$ cat src/rtl/sequential_divider_pkg.sv
// Shared types and defaults for the iterative restoring divider.
package div_pkg;

    localparam int DIV_WIDTH_DEFAULT = 8;

    typedef enum logic [1:0] {
        IDLE = 2'd0,
        CALC = 2'd1,
        DONE = 2'd2
    } div_state_t;

endpackage

$ cat src/rtl/sequential_divider_if.sv
// Operand and result handshakes for the sequential divider.
interface sequential_divider_if
    import div_pkg::*;
#(
    parameter int WIDTH = DIV_WIDTH_DEFAULT
);
    logic             i_valid;
    logic             o_ready;
    logic [WIDTH-1:0] i_value_a;
    logic [WIDTH-1:0] i_value_b;
    logic             o_valid;
    logic             i_ready;
    logic [WIDTH-1:0] o_value_quo;
    logic [WIDTH-1:0] o_value_rem;
    logic             o_div_by_zero;

    modport slave (
        input  i_valid, i_value_a, i_value_b, i_ready,
        output o_ready, o_valid, o_value_quo, o_value_rem, o_div_by_zero
    );

    modport master (
        output i_valid, i_value_a, i_value_b, i_ready,
        input  o_ready, o_valid, o_value_quo, o_value_rem, o_div_by_zero
    );
endinterface

$ cat src/rtl/sequential_divider_step.sv
// One restoring-division step: shift in a dividend bit, subtract the divisor if it fits.
module div_step
    import div_pkg::*;
#(
    parameter int WIDTH = DIV_WIDTH_DEFAULT
) (
    input  logic [WIDTH-1:0] rem,
    input  logic             dividend_bit,
    input  logic [WIDTH-1:0] divisor,
    output logic [WIDTH-1:0] rem_next,
    output logic             quo_bit
);
    logic [WIDTH:0] shifted;
    logic [WIDTH:0] diff;

    // Extra bit: the shifted remainder can exceed WIDTH bits when the divisor is large.
    always_comb begin
        shifted  = {rem, dividend_bit};
        diff     = shifted - {1'b0, divisor};
        quo_bit  = (shifted >= {1'b0, divisor});
        rem_next = quo_bit ? diff[WIDTH-1:0] : shifted[WIDTH-1:0];
    end
endmodule

$ cat src/rtl/sequential_divider.sv
// Unsigned restoring divider producing one quotient bit per clock.
module sequential_divider
    import div_pkg::*;
#(
    parameter int WIDTH = DIV_WIDTH_DEFAULT
) (
    input  logic                  i_clk,
    input  logic                  i_rstn,
    sequential_divider_if.slave   bus
);
    localparam int CW = (WIDTH > 1) ? $clog2(WIDTH) : 1;

    div_state_t       state_reg;
    logic [CW-1:0]    count_reg;
    logic [WIDTH-1:0] dividend_reg;
    logic [WIDTH-1:0] divisor_reg;
    logic [WIDTH-1:0] rem_reg;
    logic [WIDTH-1:0] quo_reg;
    logic             valid_reg;
    logic [WIDTH-1:0] quo_out_reg;
    logic [WIDTH-1:0] rem_out_reg;
    logic             dbz_reg;

    logic [WIDTH-1:0] step_rem;
    logic             step_quo_bit;

    div_step #(.WIDTH(WIDTH)) u_step (
        .rem          (rem_reg),
        .dividend_bit (dividend_reg[count_reg]),
        .divisor      (divisor_reg),
        .rem_next     (step_rem),
        .quo_bit      (step_quo_bit)
    );

    always_ff @(posedge i_clk or negedge i_rstn) begin
        if (!i_rstn) begin
            state_reg    <= IDLE;
            count_reg    <= '0;
            dividend_reg <= '0;
            divisor_reg  <= '0;
            rem_reg      <= '0;
            quo_reg      <= '0;
            valid_reg    <= 1'b0;
            quo_out_reg  <= '0;
            rem_out_reg  <= '0;
            dbz_reg      <= 1'b0;
        end else begin
            case (state_reg)
                IDLE: begin
                    if (bus.i_valid) begin
                        dividend_reg <= bus.i_value_a;
                        divisor_reg  <= bus.i_value_b;
                        if (bus.i_value_b == '0) begin
                            state_reg   <= DONE;
                            quo_out_reg <= '1;
                            rem_out_reg <= bus.i_value_a;
                            dbz_reg     <= 1'b1;
                        end else begin
                            state_reg <= CALC;
                            count_reg <= CW'(WIDTH - 1);
                            rem_reg   <= '0;
                            quo_reg   <= '0;
                            dbz_reg   <= 1'b0;
                        end
                    end
                end
                CALC: begin
                    // Quotient bits arrive MSB first, so shifting in matches quo[count].
                    rem_reg   <= step_rem;
                    quo_reg   <= {quo_reg[WIDTH-2:0], step_quo_bit};
                    count_reg <= count_reg - 1'b1;
                    if (count_reg == '0) begin
                        state_reg   <= DONE;
                        valid_reg   <= 1'b1;
                        quo_out_reg <= {quo_reg[WIDTH-2:0], step_quo_bit};
                        rem_out_reg <= step_rem;
                    end
                end
                DONE: begin
                    // Divide-by-zero enters DONE straight from IDLE; valid follows one clock later.
                    if (!valid_reg) begin
                        valid_reg <= 1'b1;
                    end else if (bus.i_ready) begin
                        valid_reg <= 1'b0;
                        state_reg <= IDLE;
                    end
                end
                default: state_reg <= IDLE;
            endcase
        end
    end

    assign bus.o_ready       = (state_reg == IDLE);
    assign bus.o_valid       = valid_reg;
    assign bus.o_value_quo   = quo_out_reg;
    assign bus.o_value_rem   = rem_out_reg;
    assign bus.o_div_by_zero = dbz_reg;
endmodule
$ cat src/flat_wrapper.sv
// flat-port wrapper written by rule: the top's interface ports become plain ports
module sequential_divider_flat import div_pkg::*;
#(
    parameter int WIDTH = DIV_WIDTH_DEFAULT
)
  (i_clk, i_rstn, bus_i_valid, bus_i_value_a, bus_i_value_b, bus_i_ready, bus_o_ready, bus_o_valid, bus_o_value_quo, bus_o_value_rem, bus_o_div_by_zero);
  sequential_divider_if #(.WIDTH(WIDTH)) bus_i ();
  input  logic i_clk;
  input  logic i_rstn;
  input wire logic [$bits(bus_i.i_valid)-1:0] bus_i_valid;
  input wire logic [$bits(bus_i.i_value_a)-1:0] bus_i_value_a;
  input wire logic [$bits(bus_i.i_value_b)-1:0] bus_i_value_b;
  input wire logic [$bits(bus_i.i_ready)-1:0] bus_i_ready;
  output wire logic [$bits(bus_i.o_ready)-1:0] bus_o_ready;
  output wire logic [$bits(bus_i.o_valid)-1:0] bus_o_valid;
  output wire logic [$bits(bus_i.o_value_quo)-1:0] bus_o_value_quo;
  output wire logic [$bits(bus_i.o_value_rem)-1:0] bus_o_value_rem;
  output wire logic [$bits(bus_i.o_div_by_zero)-1:0] bus_o_div_by_zero;
  assign bus_i.i_valid = bus_i_valid;
  assign bus_i.i_value_a = bus_i_value_a;
  assign bus_i.i_value_b = bus_i_value_b;
  assign bus_i.i_ready = bus_i_ready;
  assign bus_o_ready = bus_i.o_ready;
  assign bus_o_valid = bus_i.o_valid;
  assign bus_o_value_quo = bus_i.o_value_quo;
  assign bus_o_value_rem = bus_i.o_value_rem;
  assign bus_o_div_by_zero = bus_i.o_div_by_zero;
  sequential_divider #(.WIDTH(WIDTH)) u_core (.i_clk(i_clk), .i_rstn(i_rstn), .bus(bus_i));
endmodule
$ cat config.mk
export PLATFORM = sky130hd
export DESIGN_NAME = sequential_divider_flat
export DESIGN_NICKNAME = d
export VERILOG_FILES = /design/src/rtl/sequential_divider_pkg.sv /design/src/rtl/sequential_divider_if.sv /design/src/rtl/sequential_divider_step.sv /design/src/rtl/sequential_divider.sv /design/src/flat_wrapper.sv
export SDC_FILE = /design/constraint.sdc
export NUM_CORES = 1
export LEC_CHECK = 0
export BUFFER_PORTS_ARGS = -buffer_cell sky130_fd_sc_hd__buf_2
export CORE_ASPECT_RATIO = 0.75
export CORE_UTILIZATION = 55
export CTS_BUF_LIST = sky130_fd_sc_hd__clkbuf_4 sky130_fd_sc_hd__clkbuf_8
export DETAILED_ROUTE_END_ITERATION = 6
export PLACE_DENSITY = 0.77
export SETUP_SLACK_MARGIN = 0.1
export SLEW_MARGIN = 20
export SYNTH_ARGS = -nofsm -noshare
export SYNTH_HDL_FRONTEND = slang
export SYNTH_SLANG_ARGS = --single-unit
$ cat constraint.sdc
create_clock -name i_clk -period 3.26 [get_ports i_clk]
set_clock_uncertainty 0.05 [all_clocks]
set_input_delay 0.489 -clock i_clk [delete_from_list [all_inputs] [get_ports i_clk]]
set_output_delay 0.489 -clock i_clk [all_outputs]
set_load 0.005 [all_outputs]
==> results of run 1 <==
-- critical path, stage by stage, from the launching register on --
cell and delay [ns]:
sky130_fd_sc_hd__dfrtp_2 0.42, sky130_fd_sc_hd__mux4_2 0.54, sky130_fd_sc_hd__mux2i_4 0.19, sky130_fd_sc_hd__ha_1 0.28, sky130_fd_sc_hd__and4_1 0.18, sky130_fd_sc_hd__a2111oi_1 0.32, sky130_fd_sc_hd__a21boi_2 0.23, sky130_fd_sc_hd__buf_4 0.16
sky130_fd_sc_hd__mux2_2 0.34, sky130_fd_sc_hd__o21ai_0 0.15
-- metal layers --
layer | vias to the layer above | global-route usage [%] | part of all wire (%)
li1 | 1068 | - | -
met1 | 1056 | 40.7 | 49
met2 | 75 | 38.4 | 44
met3 | 7 | 4.89 | 5.8
met4 | 0 | 7.97 | 1.2
met5 | - | 0 | 0
-- power by group through the flow --
stage,sequential [mW],combinational [mW],clock [mW]
after detailed placement,1.19,1.90,0
after CTS,1.18,1.93,0.555
after floorplan,1.14,1.43,0
final,1.19,1.98,0.547
after global routing,1.23,2.21,0.586
after global placement,1.18,1.83,0
-- through the flow --
stage | hold slack (ns) | area [um^2]
6_report | 0.154 | 3140
5_1_grt | 0.203 | 3140
4_1_cts | 0.172 | 3120
3_5_place_dp | 0.417 | 2980
3_3_place_gp | 0.409 | 2980
2_1_floorplan | 0.143 | 2710
-- placed cells by master (no fill, tap or decap), types with 3 or more instances in the layout --
cell type,synthesis,final
sky130_fd_sc_hd__a21oi_1,14,13
sky130_fd_sc_hd__a22o_1,6,6
sky130_fd_sc_hd__a31oi_1,4,4
sky130_fd_sc_hd__buf_2,0,38
sky130_fd_sc_hd__buf_4,0,7
sky130_fd_sc_hd__clkbuf_8,0,6
sky130_fd_sc_hd__dfrtp_1,54,53
sky130_fd_sc_hd__ha_1,11,11
sky130_fd_sc_hd__inv_1,20,20
sky130_fd_sc_hd__mux2i_1,6,4
sky130_fd_sc_hd__nand2_1,54,54
sky130_fd_sc_hd__nand3_1,8,8
sky130_fd_sc_hd__nor2_1,20,20
sky130_fd_sc_hd__nor2b_1,6,6
sky130_fd_sc_hd__nor4_1,3,3
sky130_fd_sc_hd__o21ai_0,19,19
sky130_fd_sc_hd__o21ai_1,7,7
sky130_fd_sc_hd__o221ai_1,5,5
-- what timing repair did --
item	in CTS	in global routing
setup endpoints to repair	0	16
resized for setup	0	5
endpoints found under the hold margin	0	0
-- cells by family after synthesis --
logic type	synth area share (%)
AO/OA/AOI/OAI	16.5
buffers and inverters	4.70
adder cells (fa/ha/maj)	5.81
multiplexers	4.70
flip-flops	49.8
AND/OR/NAND/NOR	17.5
XOR/XNOR	0.969
-- worst min path at each step --
stage	from	endpoint	cells after the start
3_5_place_dp	u_core.dividend_reg[3]$_DFFE_PN0P_	u_core.dividend_reg[3]$_DFFE_PN0P_	2
4_1_cts	i_rstn	u_core.bus.o_value_rem[3]$_DFFE_PN0P_	1
2_1_floorplan	i_rstn	u_core.bus.o_div_by_zero$_DFFE_PN0P_	0
6_report	i_rstn	u_core.divisor_reg[4]$_DFFE_PN0P_	1
3_3_place_gp	u_core.bus.o_div_by_zero$_DFFE_PN0P_	u_core.bus.o_div_by_zero$_DFFE_PN0P_	2
5_1_grt	i_rstn	u_core.divisor_reg[4]$_DFFE_PN0P_	1
-- final cells by class --
type / instances / share of cell area (%)
flip-flops and latches: 54 / 43.1
multi-input cells: 198 / 40.0
repair buffers: 45 / 7.73
clock buffers: 6 / 2.63
inverters: 20 / 2.39
well taps: 57 / 2.27
clock inverters: 2 / 1.91
==> parameters.txt, run 1 <==
Parameter                              Value

Timing
  Number of slew-limit violations in the final report    0
  Final Hold Vio Count    0
  Relative slew slack    35.9%
  Post-Route Setup TNS    0 ns
  Peak Freq    0.339 GHz
  RSZ-0062 raised after global routing    no
  Post-route minimum period    2.95 ns
  Measured slew at the worst slew-check pin    0.962 ns
  Share of the clock period used by the worst path    90.4%
  Final setup violation count    0
  Worst Slack Setup Final    0.313 ns

Clock tree
  Quantity of hold-fixing buffers added after cts    0
  CTS sink count    54
  Buffer cell driving the clock tree root    sky130_fd_sc_hd__clkbuf_8
  Cts bufs inserted    5
  Clock slew at reported path FFs    0.09 ns
  Max Root-Sink Buffers    2
  Clk Latency, worst-skew pair    0.31 ns
  H-tree levels    2
  Setup repair bufs after CTS    0
  Clock tree from TritonCTS    built

Synth
  Synthesized flop and latch total    54
  Gate count after technology mapping    284
  Number of enable flip-flop cells after synthesis    0
  Library cell occupying the most area in the post-synthesis netlist    sky130_fd_sc_hd__dfrtp_1
  Leading register cell type out of synthesis    sky130_fd_sc_hd__dfrtp_1
  Register area share after synthesis    49.8%
  Syn Std Cell Area    0.00271 mm^2
  Cell variety after synth    45
  Cell types with the largest area share after synthesis    sky130_fd_sc_hd__dfrtp_1 (50%), sky130_fd_sc_hd__nand2_1 (7.5%), sky130_fd_sc_hd__ha_1 (5.1%)
  Proportion of register bits with asynchronous set or reset after synthesis    100%
  Share of Yosys cell area claimed by the top area cell type    49.8%
  Yosys warning count    0
  Post-synthesis net count    316
  Synth top cells by count    sky130_fd_sc_hd__dfrtp_1 (54), sky130_fd_sc_hd__nand2_1 (54), sky130_fd_sc_hd__inv_1 (20), sky130_fd_sc_hd__nor2_1 (20), sky130_fd_sc_hd__o21ai_0 (19)
  Avg Inst Size Synth    9.55 um^2

Detailed routing
  Final routed wirelength across all metal layers    6240 um
  Drc violations    0
  Drt pass-1 iters    4
  Antenna-violating nets left    0
  Via density per instance    5.77
  Initial DRC count    133
  Routed vias    2206
  Detail-routed net length per standard cell    16.3 um

Placed design
  Dpl cells    374
  Detailed placement HPWL    4410 um
  Count of input and output buffers    38
  Placer's final routability congestion estimate    0.862
  Worst-case setup slack after placement    0.137 ns

Pwr
  Max rail drop VDD    0.714 mV
  Internal Pwr Total    2.21 mW
  Net switching fraction of the power    40.7%
  Comb pwr share    53.2%
  Clock share of power    14.7%
  Static leakage power    1.49 nW
  Flop pwr share    32.1%
  Power per standard cell area    1180 mW/mm^2
  Post-layout power    3.72 mW
  Switching Power    1.51 mW

Cells and area
  Filler cell count    387
  Count of inserted antenna diode cells    0
  Multi-input combinational cell area    0.00125 mm^2
  Layout area overhead    15.7%
  Cell Count, Final, Fillers Out    382
  Final Net Count    356
  Layout cells sized above 1    20.9%
  Core Util, Final    68.3%
  Total area of sequential cells    0.00135 mm^2

Critical path
  Worst setup startpoint    u_core.count_reg[0]$_DFFE_PN0P_
  Category of the most critical setup path    flop to flop
  Timing endpoint of the critical path    u_core.rem_reg[1]$_DFFE_PN0P_
  Maximum fanout count along the critical path    5
  R2r worst-path depth    9
  Worst reg2reg setup slack    0.31 ns
  Capture point of the worst reg-to-reg path    u_core.rem_reg[1]$_DFFE_PN0P_
  Endpoint class of the critical path    flop
  Critical Path AT    3.12 ns
  Data required time at the worst endpoint    3.43 ns
  Critical Path Start Type    flop
  Startpoint of the lowest-slack register-to-register path    u_core.count_reg[0]$_DFFE_PN0P_

Global route
  Antenna violations before repair    0
  Vias in the first global route    2104
  Global route overflow    0
  Maximum number of pins on one net before global-route repair    34
  Overall routing resource usage    26.6%
  Global-route wire length before repair    10700 um

Job
  Max-cap violations    0

Floorplan
  Site row count    21
  IO Pins    39
  Initial standard-cell utilization of the core    59.0%
  Chip height    62.8 um
  Area of the core region    0.00460 mm^2
  Die Span X    83.1 um
  Die ar.    0.00522 mm^2

Run status
  Run status    finished, final reports clean

Hold path
  HP Class    input pin to async pin
(Power assumes the default switching activity.)
==> run 2: changes to the inputs <==
--- a/config.mk
+++ b/config.mk
@@ -5,6 +5,7 @@
 export SDC_FILE = /design/constraint.sdc
 export NUM_CORES = 1
 export LEC_CHECK = 0
+export ABC_AREA = 1
 export BUFFER_PORTS_ARGS = -buffer_cell sky130_fd_sc_hd__buf_2
 export CORE_ASPECT_RATIO = 0.75
 export CORE_UTILIZATION = 55
==> parameters.txt, run 2 <==
Parameter                              Value

Synth
  Library cell occupying the most area in the post-synthesis netlist    sky130_fd_sc_hd__dfrtp_1 (unchanged)
  Simple-Gate Fraction of Synth Area    27.9% (was 17.5%)
  Synth Area in Adders    5.43% (was 5.81%)
  Leading register cell type out of synthesis    sky130_fd_sc_hd__dfrtp_1 (unchanged)
  Largest family of logic cells by synthesized area    simple AND/OR/NAND/NOR gates (unchanged)
  Yosys warning count    0 (unchanged)
  Xor/xnor cell area share of the yosys netlist    0.905% (was 0.969%)
  Cell variety after synth    32 (was 45)
  Post-synthesis net count    400 (was 316)
  Share of cell area taken by muxes after synthesis    0% (was 4.70%)
  Share of Yosys cell area claimed by the top area cell type    46.5% (was 49.8%)
  Synth top cells by count    sky130_fd_sc_hd__nand2_1 (96), sky130_fd_sc_hd__dfrtp_1 (54), sky130_fd_sc_hd__inv_1 (54) (was sky130_fd_sc_hd__dfrtp_1 (54), sky130_fd_sc_hd__nand2_1 (54), sky130_fd_sc_hd__inv_1 (20), sky130_fd_sc_hd__nor2_1 (20), sky130_fd_sc_hd__o21ai_0 (19))
  Dominant cell by count in the synthesized netlist    sky130_fd_sc_hd__nand2_1
  Gate count after technology mapping    368 (was 284)
  Synthesized flop and latch total    54 (unchanged)
  Syn Std Cell Area    0.00290 mm^2 (was 0.00271 mm^2)
  Cell types with the largest area share after synthesis    sky130_fd_sc_hd__dfrtp_1 (47%), sky130_fd_sc_hd__nand2_1 (12%), sky130_fd_sc_hd__inv_1 (7.0%) (was sky130_fd_sc_hd__dfrtp_1 (50%), sky130_fd_sc_hd__nand2_1 (7.5%), sky130_fd_sc_hd__ha_1 (5.1%))
  Number of enable flip-flop cells after synthesis    0 (unchanged)
  Register area share after synthesis    46.5% (was 49.8%)
  Proportion of register bits with asynchronous set or reset after synthesis    100% (unchanged)
  Avg Inst Size Synth    7.89 um^2 (was 9.55 um^2)
  Area fraction in compound gates after synthesis    9.65% (was 16.5%)

Detailed routing
  Routed vias    2504 (was 2206)
  Final routed wirelength across all metal layers    6390 um (was 6240 um)
  Detail-routed net length per standard cell    13.3 um (was 16.3 um)
  Drc violations    0 (unchanged)
  Antenna-violating nets left    0 (unchanged)
  Via density per instance    5.23 (was 5.77)
  Drt pass-1 iters    4 (unchanged)
  Initial DRC count    182 (was 133)

Cells and area
  Commonest non-fill, non-tap cells in the layout    sky130_fd_sc_hd__nand2_1 (96), sky130_fd_sc_hd__inv_1 (54), sky130_fd_sc_hd__dfrtp_1 (54) (was sky130_fd_sc_hd__nand2_1 (54), sky130_fd_sc_hd__dfrtp_1 (53), sky130_fd_sc_hd__buf_2 (38))
  Cell Count, Final, Fillers Out    479 (was 382)
  Layout area overhead    12.1% (was 15.7%)
  Layout cells sized above 1    15.5% (was 20.9%)
  Final Cell Area    0.00325 mm^2 (was 0.00314 mm^2)
  Leading cell type in the layout, fill and taps excluded    sky130_fd_sc_hd__nand2_1 (unchanged)
  Count of inserted antenna diode cells    0 (unchanged)
  Final Net Count    438 (was 356)

Critical path
  Top cell family by delay on the critical path    simple AND/OR/NAND/NOR gates (was multiplexers)
  Critical Path Start Type    flop (unchanged)
  Critical Path, Cell by Cell    inv_1 -> nand2_1 -> nand3_1 -> nand2_1 -> nand2_1 -> nand2_1 -> inv_1 -> ha_1 -> nand2_1 -> nor2_1 -> nand3_1 -> nand2_1 -> nor2_1 -> nand4_1 -> nand3_1 -> nand2_1 -> inv_1 (was mux4_2 -> mux2i_4 -> ha_1 -> and4_1 -> a2111oi_1 -> a21boi_2 -> buf_4 -> mux2_2 -> o21ai_0)
  Most common cell on crit path    sky130_fd_sc_hd__nand2_1
  Slowest CP cell    sky130_fd_sc_hd__dfrtp_1 (was sky130_fd_sc_hd__mux4_2)
  Largest stage delay on the critical path    0.46 ns (was 0.54 ns)
  Maximum fanout count along the critical path    8 (was 5)
  Startpoint of the lowest-slack register-to-register path    u_core.count_reg[0]$_DFFE_PN0P_ (unchanged)
  Endpoint class of the critical path    flop (unchanged)
  Critical Path AT    2.77 ns (was 3.12 ns)
  R2r worst-path depth    17 (was 9)
  Data required time at the worst endpoint    3.46 ns (was 3.43 ns)
  Worst reg2reg setup slack    0.69 ns (was 0.31 ns)
  Category of the most critical setup path    flop to flop (unchanged)
  Sum of buffers and inverters on the critical path    3 (was 1)
  Capture point of the worst reg-to-reg path    u_core.bus.o_value_rem[0]$_DFFE_PN0P_ (was u_core.rem_reg[1]$_DFFE_PN0P_)

Floorplan
  Die ar.    0.00558 mm^2 (was 0.00522 mm^2)
  Chip height    64.9 um (was 62.8 um)
  Site row count    22 (was 21)
  IO Pins    39 (unchanged)
  Die Span X    85.9 um (was 83.1 um)
  Area of the core region    0.00498 mm^2 (was 0.00460 mm^2)
  Initial standard-cell utilization of the core    58.3% (was 59.0%)

Global route
  Global-route wire length before repair    11000 um (was 10700 um)
  Antenna violations before repair    0 (unchanged)
  Global route overflow    0 (unchanged)
  Vias in the first global route    2275 (was 2104)
  Maximum number of pins on one net before global-route repair    37 (was 34)
  Overall routing resource usage    26.3% (was 26.6%)

Placed design
  Detailed placement HPWL    4830 um (was 4410 um)
  Count of input and output buffers    38 (unchanged)
  Placer's final routability congestion estimate    0.852 (was 0.862)
  Worst-case setup slack after placement    0.794 ns (was 0.137 ns)
  Dpl cells    471 (was 374)
  DP Area    0.00315 mm^2 (was 0.00298 mm^2)

Timing
  Post-Route Setup TNS    0 ns (unchanged)
  Worst Slack Setup Final    0.688 ns (was 0.313 ns)
  Number of slew-limit violations in the final report    0 (unchanged)
  Share of the clock period used by the worst path    78.9% (was 90.4%)
  Final Hold Vio Count    0 (unchanged)
  Post-route minimum period    2.57 ns (was 2.95 ns)
  Peak Freq    0.389 GHz (was 0.339 GHz)
  RSZ-0062 raised after global routing    no (unchanged)
  Measured slew at the worst slew-check pin    0.605 ns (was 0.962 ns)
  Final setup violation count    0 (unchanged)
  Relative slew slack    59.5% (was 35.9%)
  Hold slack final    0.0577 ns (was 0.154 ns)

Pwr
  Internal Pwr Total    1.88 mW (was 2.21 mW)
  Net switching fraction of the power    45.6% (was 40.7%)
  Max rail drop VDD    0.562 mV (was 0.714 mV)
  Static leakage power    1.72 nW (was 1.49 nW)
  Flop pwr share    32.7% (was 32.1%)
  Power per standard cell area    1060 mW/mm^2 (was 1180 mW/mm^2)
  Switching Power    1.57 mW (was 1.51 mW)
  Comb pwr share    54.4% (was 53.2%)
  Clock share of power    12.9% (was 14.7%)

Clock tree
  Number of gates resized after CTS    0 (unchanged)
  Quantity of hold-fixing buffers added after cts    0 (unchanged)
  Setup repair bufs after CTS    0 (unchanged)
  Clk Latency, worst-skew pair    0.31 ns (about the same)
  Clock slew at reported path FFs    0.10 ns (was 0.09 ns)
  Cts bufs inserted    5 (unchanged)
  H-tree levels    2 (unchanged)
  Buffer cell driving the clock tree root    sky130_fd_sc_hd__clkbuf_8 (unchanged)
  Clock tree from TritonCTS    built (unchanged)
  CTS sink count    54 (unchanged)
  Max Root-Sink Buffers    2 (unchanged)

Run status
  Run status    finished, final reports clean (unchanged)

Job
  Max-cap violations    0 (unchanged)

Hold path
  HP Class    input pin to async pin (unchanged)
-- run 2: stage by stage --
| stage | utilization, % | total power, mW |
|---|---|---|
| global route | 65.3 | 3.80 |
| detailed placement | 63.1 | 3.00 |
| finish | 65.3 | 3.45 |
| global placement | 63.1 | 2.94 |
| floorplan | - | 2.51 |
| CTS | 65.3 | 3.45 |
-- run 2: power by group through the flow --
stage | sequential, mW | clock [mW] | combinational (mW)
after floorplan | 1.12 | 0 | 1.39
after global placement | 1.13 | 0 | 1.81
after detailed placement | 1.14 | 0 | 1.86
after CTS | 1.13 | 0.453 | 1.87
after global routing | 1.16 | 0.481 | 2.16
final | 1.13 | 0.446 | 1.88
-- run 2: how the worst max path moves through the flow --
stage               slack (ns)  depth (start not counted)                                     to                            start
floorplan                 1.14                         17  u_core.bus.o_value_rem[7]$_DFFE_PN0P_  u_core.count_reg[0]$_DFFE_PN0P_
detailed placement        0.79                         17  u_core.bus.o_value_rem[0]$_DFFE_PN0P_  u_core.count_reg[0]$_DFFE_PN0P_
finish                    0.69                         17  u_core.bus.o_value_rem[0]$_DFFE_PN0P_  u_core.count_reg[0]$_DFFE_PN0P_
global route              0.42                         17  u_core.bus.o_value_rem[2]$_DFFE_PN0P_  u_core.count_reg[0]$_DFFE_PN0P_
CTS                       0.76                         17  u_core.bus.o_value_rem[0]$_DFFE_PN0P_  u_core.count_reg[0]$_DFFE_PN0P_
global placement          0.91                         17  u_core.bus.o_value_rem[7]$_DFFE_PN0P_  u_core.count_reg[0]$_DFFE_PN0P_
-- run 2: cell type report --
| cell class | instances | area [um^2] |
|---|---|---|
| Timing Repair Buffer | 40 | 205 |
| Tap cell | 72 | 90.1 |
| Fill cell | 441 | 1730 |
| Inverter | 60 | 225 |
| Sequential cell | 54 | 1350 |
| Multi-Input combinational cell | 245 | 1270 |
| Clock inverter | 3 | 40.0 |
| Clock buffer | 5 | 68.8 |
-- run 2: metal layers --
metal	GRT usage (%)	up-vias	share of wire, %
met5	0	-	0
met4	6.25	0	0.99
met1	39.5	1167	49
met2	39.7	69	44
li1	-	1261	-
met3	4.33	7	5.4
-- run 2: cells by family (layout without fill, tap and decap cells) --
family                   Yosys count  after routing
AO/OA/AOI/OAI                     49             49
AND/OR/NAND/NOR                  181            181
flip-flops                        54             54
XOR/XNOR                           3              3
adder cells (fa/ha/maj)           12             12
buffers and inverters             69            108
